==> src/rtl/issue_buffer.sv <==
// Circular instruction buffer between fetch and decode: accepts up to FETCH_W
// instructions per cycle and issues an in-order, hazard-free group of up to ISSUE_W.
module issue_buffer #(
    parameter int unsigned DEPTH   = 8,
    parameter int unsigned FETCH_W = 2,
    parameter int unsigned ISSUE_W = 2
) (
    input  logic                         clk,
    input  logic                         reset,
    input  logic                         flush,
    input  logic [FETCH_W-1:0]           in_valid,
    input  logic [32*FETCH_W-1:0]        in_instr,
    input  logic [32*FETCH_W-1:0]        in_pcplus4,
    output logic                         in_ready,
    output logic [ISSUE_W-1:0]           out_valid,
    output logic [32*ISSUE_W-1:0]        out_instr,
    output logic [32*ISSUE_W-1:0]        out_pcplus4,
    input  logic                         out_ready,
    output logic [$clog2(DEPTH+1)-1:0]   count
);

    localparam int unsigned PW = $clog2(DEPTH);
    localparam int unsigned CW = $clog2(DEPTH+1);

    logic [31:0]   instr_q [DEPTH];
    logic [31:0]   pc_q    [DEPTH];
    logic [PW-1:0] head;
    logic [PW-1:0] tail;

    logic [31:0]   g_instr [ISSUE_W];
    logic [31:0]   g_pc    [ISSUE_W];
    logic [ISSUE_W-1:0] grp_valid;
    logic          enq;
    logic [CW-1:0] n_enq;
    logic [CW-1:0] n_deq;

    // Architectural destination register; 0 means the instruction writes nothing.
    function automatic logic [4:0] dest_of(input logic [31:0] w);
        logic [5:0] op;
        op = w[31:26];
        dest_of = 5'd0;
        case (op)
            6'h00: dest_of = (w[5:0] == 6'h08) ? 5'd0 : w[15:11];
            6'h23, 6'h08, 6'h09, 6'h0C, 6'h0D, 6'h0E, 6'h0A, 6'h0F: dest_of = w[20:16];
            6'h03: dest_of = 5'd31;
            default: dest_of = 5'd0;
        endcase
    endfunction

    function automatic logic is_mem(input logic [31:0] w);
        is_mem = (w[31:26] == 6'h23) || (w[31:26] == 6'h2B);
    endfunction

    function automatic logic is_ctrl(input logic [31:0] w);
        logic [5:0] op;
        op = w[31:26];
        is_ctrl = (op == 6'h04) || (op == 6'h05) || (op == 6'h02) || (op == 6'h03) ||
                  ((op == 6'h00) && (w[5:0] == 6'h08));
    endfunction

    // rs and rt are both treated as reads; $0 never creates a dependency.
    function automatic logic reads_reg(input logic [31:0] w, input logic [4:0] r);
        reads_reg = (r != 5'd0) && ((w[25:21] == r) || (w[20:16] == r));
    endfunction

    // Group formation over the head entries.
    always_comb begin
        logic ok;
        grp_valid = '0;
        for (int k = 0; k < int'(ISSUE_W); k++) begin
            g_instr[k] = instr_q[head + PW'(k)];
            g_pc[k]    = pc_q[head + PW'(k)];
        end
        grp_valid[0] = (count != '0) && !flush;
        for (int k = 1; k < int'(ISSUE_W); k++) begin
            ok = grp_valid[k-1] && (int'(count) > k) && !is_ctrl(g_instr[k-1]);
            for (int j = 0; j < k; j++) begin
                if (reads_reg(g_instr[k], dest_of(g_instr[j])))
                    ok = 1'b0;
                if ((dest_of(g_instr[k]) != 5'd0) && (dest_of(g_instr[k]) == dest_of(g_instr[j])))
                    ok = 1'b0;
                if (is_mem(g_instr[k]) && is_mem(g_instr[j]))
                    ok = 1'b0;
            end
            grp_valid[k] = ok;
        end
    end

    always_comb begin
        out_valid   = grp_valid;
        out_instr   = '0;
        out_pcplus4 = '0;
        for (int k = 0; k < int'(ISSUE_W); k++) begin
            if (grp_valid[k]) begin
                out_instr[32*k +: 32]   = g_instr[k];
                out_pcplus4[32*k +: 32] = g_pc[k];
            end
        end
    end

    // Space check uses the start-of-cycle count only, so out_ready never reaches in_ready.
    assign in_ready = !reset && !flush && ((32'(count) + 32'(FETCH_W)) <= 32'(DEPTH));
    assign enq      = in_ready && in_valid[0];
    assign n_enq    = enq ? CW'($countones(in_valid)) : '0;
    assign n_deq    = out_ready ? CW'($countones(grp_valid)) : '0;

    always_ff @(posedge clk or posedge reset) begin
        if (reset) begin
            head  <= '0;
            tail  <= '0;
            count <= '0;
        end else if (flush) begin
            head  <= '0;
            tail  <= '0;
            count <= '0;
        end else begin
            tail  <= tail + PW'(n_enq);
            head  <= head + PW'(n_deq);
            count <= count + n_enq - n_deq;
        end
    end

    // Storage carries no reset; contents are don't-care until written.
    always_ff @(posedge clk) begin
        for (int k = 0; k < int'(FETCH_W); k++) begin
            if (enq && in_valid[k]) begin
                instr_q[tail + PW'(k)] <= in_instr[32*k +: 32];
                pc_q[tail + PW'(k)]    <= in_pcplus4[32*k +: 32];
            end
        end
    end

endmodule

==> config.mk <==
export PLATFORM = sky130hd
export DESIGN_NAME = issue_buffer
export DESIGN_NICKNAME = d
export VERILOG_FILES = /design/src/rtl/issue_buffer.sv
export SDC_FILE = /design/constraint.sdc
export NUM_CORES = 1
export LEC_CHECK = 0
export ABC_CLOCK_PERIOD_IN_PS = 8200
export CAP_MARGIN = 15
export CORE_ASPECT_RATIO = 2
export CORE_MARGIN = 1
export CORE_UTILIZATION = 55
export DETAILED_ROUTE_END_ITERATION = 10
export PLACE_DENSITY = 0.81
export SYNTH_ARGS = -nofsm -noshare
export SYNTH_HDL_FRONTEND = slang
export SYNTH_SLANG_ARGS = --single-unit
==> constraint.sdc <==
create_clock -name clk -period 8.2 [get_ports clk]
set_input_delay 1.64 -clock clk [delete_from_list [all_inputs] [get_ports clk]]
set_output_delay 1.64 -clock clk [all_outputs]
set_load 0.01 [all_outputs]
==> results of run 1 <==
-- placed cells by master, fill, tap and decap left out, types with 7 or more instances in the layout --
master / count
dfrtp_1: 7
a21oi_2: 38
nor2_1: 53
edfxtp_1: 512
clkdlybuf4s50_1: 268
clkinv_2: 15
mux4_2: 237
mux2i_1: 74
and2_1: 7
clkbuf_1: 7
nand2_1: 184
buf_4: 44
a21oi_1: 51
ha_1: 12
nor3b_1: 9
diode_2: 11
o21ai_0: 11
xnor2_1: 15
mux2_2: 523
nor2b_1: 7
nor3_1: 13
inv_1: 17
clkbuf_16: 48
clkinv_1: 8
-- logic make-up after synthesis --
kind of cell / after synthesis / synth area share [%]
multiplexers: 834 / 38.3
flip-flops: 522 / 50.0
AND/OR/NAND/NOR: 320 / 4.64
buffers and inverters: 173 / 2.45
AO/OA/AOI/OAI: 136 / 3.13
XOR/XNOR: 21 / 0.613
adder cells (fa/ha/maj): 17 / 0.778
-- how the worst max path moves through the flow --
stage / from / to / slack [ps]
after detailed placement: head[0]$_DFF_PP0_ / out_instr[35] / 870
after CTS: head[0]$_DFF_PP0_ / out_instr[35] / 240
after global routing: head[0]$_DFF_PP0_ / out_instr[35] / 140
final: head[0]$_DFF_PP0_ / out_pcplus4[58] / 250
after global placement: head[0]$_DFF_PP0_ / out_instr[45] / 990
after floorplan: flush / instr_q[3][0]$_DFFE_PP_ / 1680
-- power by group --
part,switching (mW),total (mW),internal (mW)
Clock,1.03,2.30,1.27
Combinational,2.31,4.52,2.21
Sequential,0.0476,3.04,2.99
Total,3.39,9.86,6.47
-- registers in the layout (all words and copies together), names as in the netlist --
| name | flops |
|---|---|
| instr_q | 256 |
| pc_q | 256 |
| count | 4 |
| head | 3 |
| tail | 3 |
-- layout make-up --
class                   count  area (um^2)
clock inverters            33          342
flip-flops and latches    522        15600
inverters                  19         72.6
well taps                 750          938
fillers                  4012        19700
multi-input cells        1328        15000
diodes                     11         27.5
clock buffers              55         1230
repair buffers            319         3160
-- worst max-delay path: stages (launching register included) --
cell and delay, ps:
dfrtp_4 570, buf_12 460, mux4_2 580, mux2i_1 320
nand4b_1 180, nor2_1 430, or3_1 390, o221ai_2 250
nor3_2 290, a211oi_1 110, a21oi_1 300, nand3_4 460
buf_4 460, a21oi_2 170, clkdlybuf4s50_1 550
-- routing by layer --
layer  track usage [%]  up-vias
li1                  -     8524
met3              6.44      313
met5                 0        -
met2              59.8     1217
met4              22.0       14
met1              36.6    10743
-- per-stage QoR --
stage | instance area [um^2] | worst slack [ps]
floorplan | 31200 | 1680
global placement | 34800 | 987
detailed placement | 34800 | 868
CTS | 36400 | 238
global route | 36400 | 141
finish | 36400 | 250
==> flow_summary.ini, run 1 <==
[status]
status = complete, no violations

[worst_setup_path]
worstPathArrival_ps = 6310
critical_path_class = reg -> out
rr_worst_depth = 22
endpoint_kind = output pin
r2r_end = count[3]$_DFF_PP0_
r2r_setup_slack_ps = 1390
cp-start-kind = flip-flop
rr_startpoint = head[0]$_DFF_PP0_
critical_path.max_fanout = 90
cp.required_ps = 6560

[drt]
wl_met2_um = 51100
vias = 20811
drc = 0
wl_met3_um = 7840
dr.max_layer_used = met5
wl_um = 96300
wl_met1_um = 31300
avgRoutedWirePerCell_um = 31.7
viasPerCell = 6.85
drtAntennaViolNets = 0
first_iter_violations = 1978
firstDrtPassIters = 5

[timing]
setup_tns_ps = 0
fin_crit_sh_pct = 97.0
slew_viol_final = 0
setup_violations = 0
fin_crit_ps = 7950
hold_viol = 0
relSlewSlack_pct = 16.5
hold_slack_ps = 740
fmax_ghz = 0.126
worstMarginPinSlew_ps = 1250
fin_skew_ps = 17.1
rsz0062_at_grt = false

[logic_synthesis]
yosys.area.top_type_share_pct = 49.2
synth.area.top_cells = edfxtp_1 (49%), mux2_2 (19%), mux4_2 (17%)
synthFlopType = edfxtp_1
async_flop_share_pct = 1.92
synthCells = 2023
synth_top_area_cell = edfxtp_1
ys_ff_latch = 522
synth_cell_type_count = 66
yosys_warnings = 0
seq_area_frac_synth_pct = 50.0
synth_edf_count = 512
syn_nets = 2174
synth_commonest_cells = mux2_2 (523), edfxtp_1 (512), mux4_2 (237)
yosys.cell_count.top_type = mux2_2
synth_area_per_cell_um2 = 15.4
syn-cell-area_um2 = 31200

[cts]
clock_latency_ps = 610
cts.sinks = 522
cts_tree = yes
post_cts_resized = 0
clkTransAtPathRegs_ps = 70
hold_buffers = 0
cts_buffers = 48
clk_path_buf_depth = 3
root_buffer = clkbuf_16
cts_setup_buffers = 0
htree_levels = 2

[place]
portBuffers = 268
place.gp.congestion = 0.930
dp.cells = 2937
hpwl_um = 59400

[floorplanning]
die_w_um = 170
std_cell_rows = 123
io_pins = 269
die_area_um2 = 57800
dieHeight_um = 339
core_area_um2 = 56200
start_util_pct = 55.6

[final_layout]
drive_above_1_share_pct = 42.2
fin_cells = 3037
syn_to_final_growth_pct = 16.7
final_nets = 2389
fin_util_pct = 64.9

[grt]
grt_pass1_vias = 22276
overflow = 0
grt_pass1_wl_um = 141000
antenna_found_initial = 18
gr-usage-all-layers_pct = 33.9
grt_start_max_net_pins = 153

[power_and_ir_drop]
p_per_area_nw_per_um2 = 271
irDropWorstVdd_v = 0.000343
finalPower_mw = 9.86
power_leakage_nw = 11.4

[worst_hold_path]
whs_path_depth = 2
hold_path_startpoint = count[0]$_DFF_PP0_
hp-class = reg -> reg
min_to = count[0]$_DFF_PP0_

[flow_run]
maxCapViolCount = 0
Note: power is estimated with default switching activity, not from simulation.
==> inputs of run 2 (changes only) <==
- CORE_ASPECT_RATIO: 2 -> 1.5
==> run 2 against run 1 <==
- non-clock buffer count grew 3
- setup slack improved by 3.0 ps
- via count shrank 0.27%
- die area about the same
- hold slack got worse by 38 ps
- combinational power is essentially flat
- critical path depth rose by 2
- clock-buffer cell count grew 10
- highest routed layer unchanged
- routed wire length shrank 3.3%
- total power increased by 1.3%
==> flow_summary.ini, run 2 (synthesized netlist as in run 1, its figures left out) <==
[status]
status = complete, no violations

[power_and_ir_drop]
pwr-share-comb_pct = 44.9
internal_power_mw = 6.59
p_per_area_nw_per_um2 = 272
irDropWorstVdd_v = 0.000248
power_frac_clock_pct = 24.6
p_switching_mw = 3.39
switching_share_pct = 34.0
power.share.sequential_pct = 30.4
power_leakage_nw = 11.5

[floorplanning]
start_util_pct = 55.8
die_area_um2 = 57700
core_area_um2 = 56000
die_w_um = 197
dieHeight_um = 294
std_cell_rows = 106
io_pins = 269

[drt]
viasPerCell = 6.80
vias = 20755
wl_um = 93100
drc = 0
firstDrtPassIters = 5
avgRoutedWirePerCell_um = 30.5
first_iter_violations = 1943
drtAntennaViolNets = 0

[cts]
clock_latency_ps = 630
clk_path_buf_depth = 3
cts_buffers = 52
htree_levels = 2
cts_tree = yes
clkTransAtPathRegs_ps = 60
hold_buffers = 0
root_buffer = clkbuf_16
cts.sinks = 522

[timing]
fin_crit_sh_pct = 96.9
relSlewSlack_pct = 26.5
slew_viol_final = 0
rsz0062_at_grt = false
fin_crit_ps = 7950
fmax_ghz = 0.126
hold_slack_ps = 702
setup_violations = 0
fin_skew_ps = 27.5
setup_tns_ps = 0
hold_viol = 0
worstMarginPinSlew_ps = 1100
setup_slack_ps = 253

[place]
portBuffers = 268
dp.cells = 2944
pre_cts_slack_ps = 812
place.gp.congestion = 0.951
hpwl_um = 55300

[worst_setup_path]
startpoint = head[0]$_DFF_PP0_
rr_startpoint = head[0]$_DFF_PP0_
critical_path_class = reg -> out
critical_path.max_fanout = 38
rr_worst_depth = 24
cp.required_ps = 6560
cp-start-kind = flip-flop
worstPathArrival_ps = 6310
endpoint_kind = output pin

[final_layout]
final_nets = 2396
reg.largest.list = instr_q: 256 flops, pc_q: 256 flops, count: 4 flops
fin_cells = 3053
multi_input_area_um2 = 15000
drive_above_1_share_pct = 42.5
layout_commonest_cell = mux2_2
regArea_um2 = 15600
final_cell_mix = mux2_2 (523), edfxtp_1 (512), clkdlybuf4s50_1 (268), mux4_2 (237), nand2_1 (184)
syn_to_final_growth_pct = 17.5
n_fill_cell = 4013

[worst_hold_path]
hp-class = reg -> reg
hold_path_startpoint = tail[0]$_DFF_PP0_
whs_path_depth = 2

[grt]
grt_pass1_vias = 21979
grt_pass1_wl_um = 137000
antenna_found_initial = 13
grt_start_max_net_pins = 162
gr-usage-all-layers_pct = 32.2
overflow = 0

[flow_run]
maxCapViolCount = 0
run 2: through the flow:
stage	area, um^2	power [mW]	util, %
global route	36700	10.3	65.5
CTS	36600	9.95	65.3
finish	36700	9.98	65.5
floorplan	31200	6.09	-
detailed placement	34800	7.49	62.2
global placement	34800	7.42	62.2
run 2: final cells by class:
| type | count | share of cell area (%) |
|---|---|---|
| Sequential cell | 522 | 42.6 |
| Multi-Input combinational cell | 1328 | 41.0 |
| Timing Repair Buffer | 322 | 8.82 |
| Clock buffer | 65 | 3.79 |
| Tap cell | 756 | 2.58 |
| Clock inverter | 31 | 0.935 |
| Inverter | 19 | 0.198 |
| Antenna cell | 10 | 0.0682 |
run 2: power groups by stage:
stage | logic [mW] | registers, mW | clock network [mW]
3_3_place_gp | 4.33 | 3.09 | 0
3_5_place_dp | 4.40 | 3.09 | 0
5_1_grt | 4.74 | 3.04 | 2.57
2_1_floorplan | 3.02 | 3.07 | 0
6_report | 4.49 | 3.04 | 2.46
4_1_cts | 4.43 | 3.03 | 2.48
run 2: routing by layer:
layer | GRT usage [%] | vias up | routed length (um)
li1 | - | 8575 | -
met1 | 38.9 | 10684 | 32700
met2 | 55.2 | 1229 | 48000
met3 | 5.87 | 259 | 8200
met4 | 16.6 | 8 | 4160
met5 | 0 | - | 56
run 2: final timing paths:
check | to | slack, ps
min in group asynchronous | count[2]$_DFF_PP0_ | 1480
max in group asynchronous | head[0]$_DFF_PP0_ | 6370
worst min-delay path | tail[0]$_DFF_PP0_ | 700
worst max-delay path | out_instr[50] | 250
worst max register to register | count[3]$_DFF_PP0_ | 1160
worst min register to register | tail[0]$_DFF_PP0_ | 700
run 2: timing repair:
action                                  CTS  global route
endpoints found under the setup margin    0            41
setup buffers                             0             1
resized for setup                         0             1
run 2: worst max-delay path, stage by stage (launching register included):
cell	delay, ps
dfrtp_4	530
ha_4	210
xnor2_4	540
buf_4	310
mux2_2	350
nor4_1	500
nor3_1	220
or3_1	480
o211ai_1	260
xnor2_1	150
nand4_1	130
a311o_1	340
nand3_4	100
buf_4	660
inv_2	170
and2_1	210
clkdlybuf4s50_1	470
==> inputs of run 3 (changes only) <==
- ABC_CLOCK_PERIOD_IN_PS: 8200 -> 7360
- clock period: 8.2 -> 7.36 ns (I/O delays scaled with it)
==> run 3 against run 2 <==
- non-clock buffer count is 13 higher
- clock skew is 8.9 ps lower
- sequential cell count stayed put
- clock power hardly changed
- total power is 9.5% higher
- via count is 0.64% lower
- critical path depth stayed put
- clock-buffer cell count is 2 lower
==> flow_summary.ini, run 3 (synthesized netlist as in run 1, its figures left out) <==
[grt]
grt_pass1_vias = 21601
gr-usage-all-layers_pct = 32.0
overflow = 0
antenna_found_initial = 13
grt_pass1_wl_um = 135000
grt_start_max_net_pins = 107

[power_and_ir_drop]
p_per_area_nw_per_um2 = 299
p_switching_mw = 3.73
power_leakage_nw = 11.5
internal_power_mw = 7.19
pwr-share-comb_pct = 46.1
power.share.sequential_pct = 31.1
irDropWorstVdd_v = 0.000250
switching_share_pct = 34.2
power_frac_clock_pct = 22.8

[timing]
hold_viol = 0
slew_viol_final = 0
fin_skew_ps = 18.6
relSlewSlack_pct = 28.5
fmax_ghz = 0.142
fin_crit_ps = 7060
setup_violations = 0
fin_crit_sh_pct = 96.0
rsz0062_at_grt = false
worstMarginPinSlew_ps = 1070
setup_tns_ps = 0

[cts]
htree_levels = 2
clock_latency_ps = 590
cts_tree = yes
cts_buffers = 50
cts.sinks = 522
clkTransAtPathRegs_ps = 60
clk_path_buf_depth = 3
hold_buffers = 0
root_buffer = clkbuf_16

[place]
hpwl_um = 56000
dp.cells = 2955
portBuffers = 268
place.gp.congestion = 0.897

[worst_setup_path]
critical_path_class = reg -> out
worstPathArrival_ps = 5590
critical_path.max_fanout = 61
cp-start-kind = flip-flop
endpoint_kind = output pin
cp.required_ps = 5890

[floorplanning]
die_area_um2 = 57700
dieHeight_um = 294
core_area_um2 = 56000
die_w_um = 197
io_pins = 269
start_util_pct = 55.8
std_cell_rows = 106

[final_layout]
n_fill_cell = 4001
final_cell_mix = mux2_2 (523), edfxtp_1 (512), clkdlybuf4s50_1 (268), mux4_2 (237), nand2_1 (184)
regArea_um2 = 15600
reg.largest.list = instr_q: 256 flops, pc_q: 256 flops, count: 4 flops
fin_cells = 3058
layout_commonest_cell = mux2_2
multi_input_area_um2 = 15000
drive_above_1_share_pct = 42.6
syn_to_final_growth_pct = 17.2
final_nets = 2407

[drt]
drc = 0
wl_um = 92900
avgRoutedWirePerCell_um = 30.4
viasPerCell = 6.74
first_iter_violations = 1923
drtAntennaViolNets = 0
vias = 20623
firstDrtPassIters = 5

[worst_hold_path]
hp-class = reg -> reg

[flow_run]
maxCapViolCount = 0

[status]
status = complete, no violations
[run 3: cell types whose count changed in the layout (fill, tap and decap cells not counted), moves of 2 or more]
cell       change
buf_4         +11
bufinv_16      -4
clkbuf_8       -2
clkinv_1       +3
clkinv_2       -4
[run 3: timing repair]
item / 4_1_cts / 5_1_grt
endpoints found under the setup margin: 3 / 36
gates cloned: 0 / 1
pin swaps: 0 / 2
buffers inserted: 0 / 4
resized for setup: 1 / 5
[run 3: through the flow]
step	area (um^2)	hold slack [ps]	utilization [%]	setup WS, ps	total power, mW
6_report	36600	728	65.4	296	10.9
5_1_grt	36600	802	65.4	16.5	11.3
4_1_cts	36500	720	65.2	46.3	10.9
3_5_place_dp	34900	698	62.4	487	8.41
3_3_place_gp	34900	685	62.4	526	8.34
2_1_floorplan	31200	635	-	1010	6.79
[run 3: final timing paths]
check                      cells past startpoint              start                 end  slack (ps)
hold / removal                                 2  tail[0]$_DFF_PP0_   tail[0]$_DFF_PP0_         730
setup reg to reg                              24  head[1]$_DFF_PP0_  count[3]$_DFF_PP0_        1020
hold reg to reg                                2  tail[0]$_DFF_PP0_   tail[0]$_DFF_PP0_         730
max in group asynchronous                      2              reset   head[0]$_DFF_PP0_        5610
min in group asynchronous                      2              reset  count[1]$_DFF_PP0_        1400
setup / recovery                              16  head[1]$_DFF_PP0_       out_instr[32]         300
[run 3: per-layer routing]
metal  global-route usage [%]  vias up  wire (um)  share of wire, %
met3                     5.20      251       7910               8.5
li1                         -     8587          -                 -
met4                     15.7        8       4500               4.8
met1                     37.9    10638      32300                35
met5                        0        -         69             0.074
met2                     56.5     1139      48100                52
[run 3: final cells by class]
class                      count  area share, %
clock buffer                  63           3.67
clock inverter                26          0.516
antenna                        9         0.0615
inverter                      19          0.202
timing repair buffer         335           9.15
sequential                   522           42.7
tap                          756           2.59
multi-input combinational   1328           41.1
[run 3: power groups by stage]
stage          Sequential [mW]  Clock [mW]  Combinational (mW)
2_1_floorplan             3.42           0                3.36
3_3_place_gp              3.45           0                4.89
3_5_place_dp              3.45           0                4.96
4_1_cts                   3.39        2.51                4.99
5_1_grt                   3.40        2.60                5.34
6_report                  3.39        2.49                5.04
[run 3: critical path: stages, from the launching register on]
cell             delay (ps)
dfrtp_4                 590
ha_4                    550
buf_12                  310
mux2i_1                 110
mux4_2                  540
or3b_1                  410
a31oi_1                 270
o21ai_0                 130
a22oi_1                 200
xnor2_1                 150
nand4_1                 100
a311o_1                 320
nand3_4                 110
buf_16                  350
inv_2                   140
and2_1                  190
clkdlybuf4s50_1         470
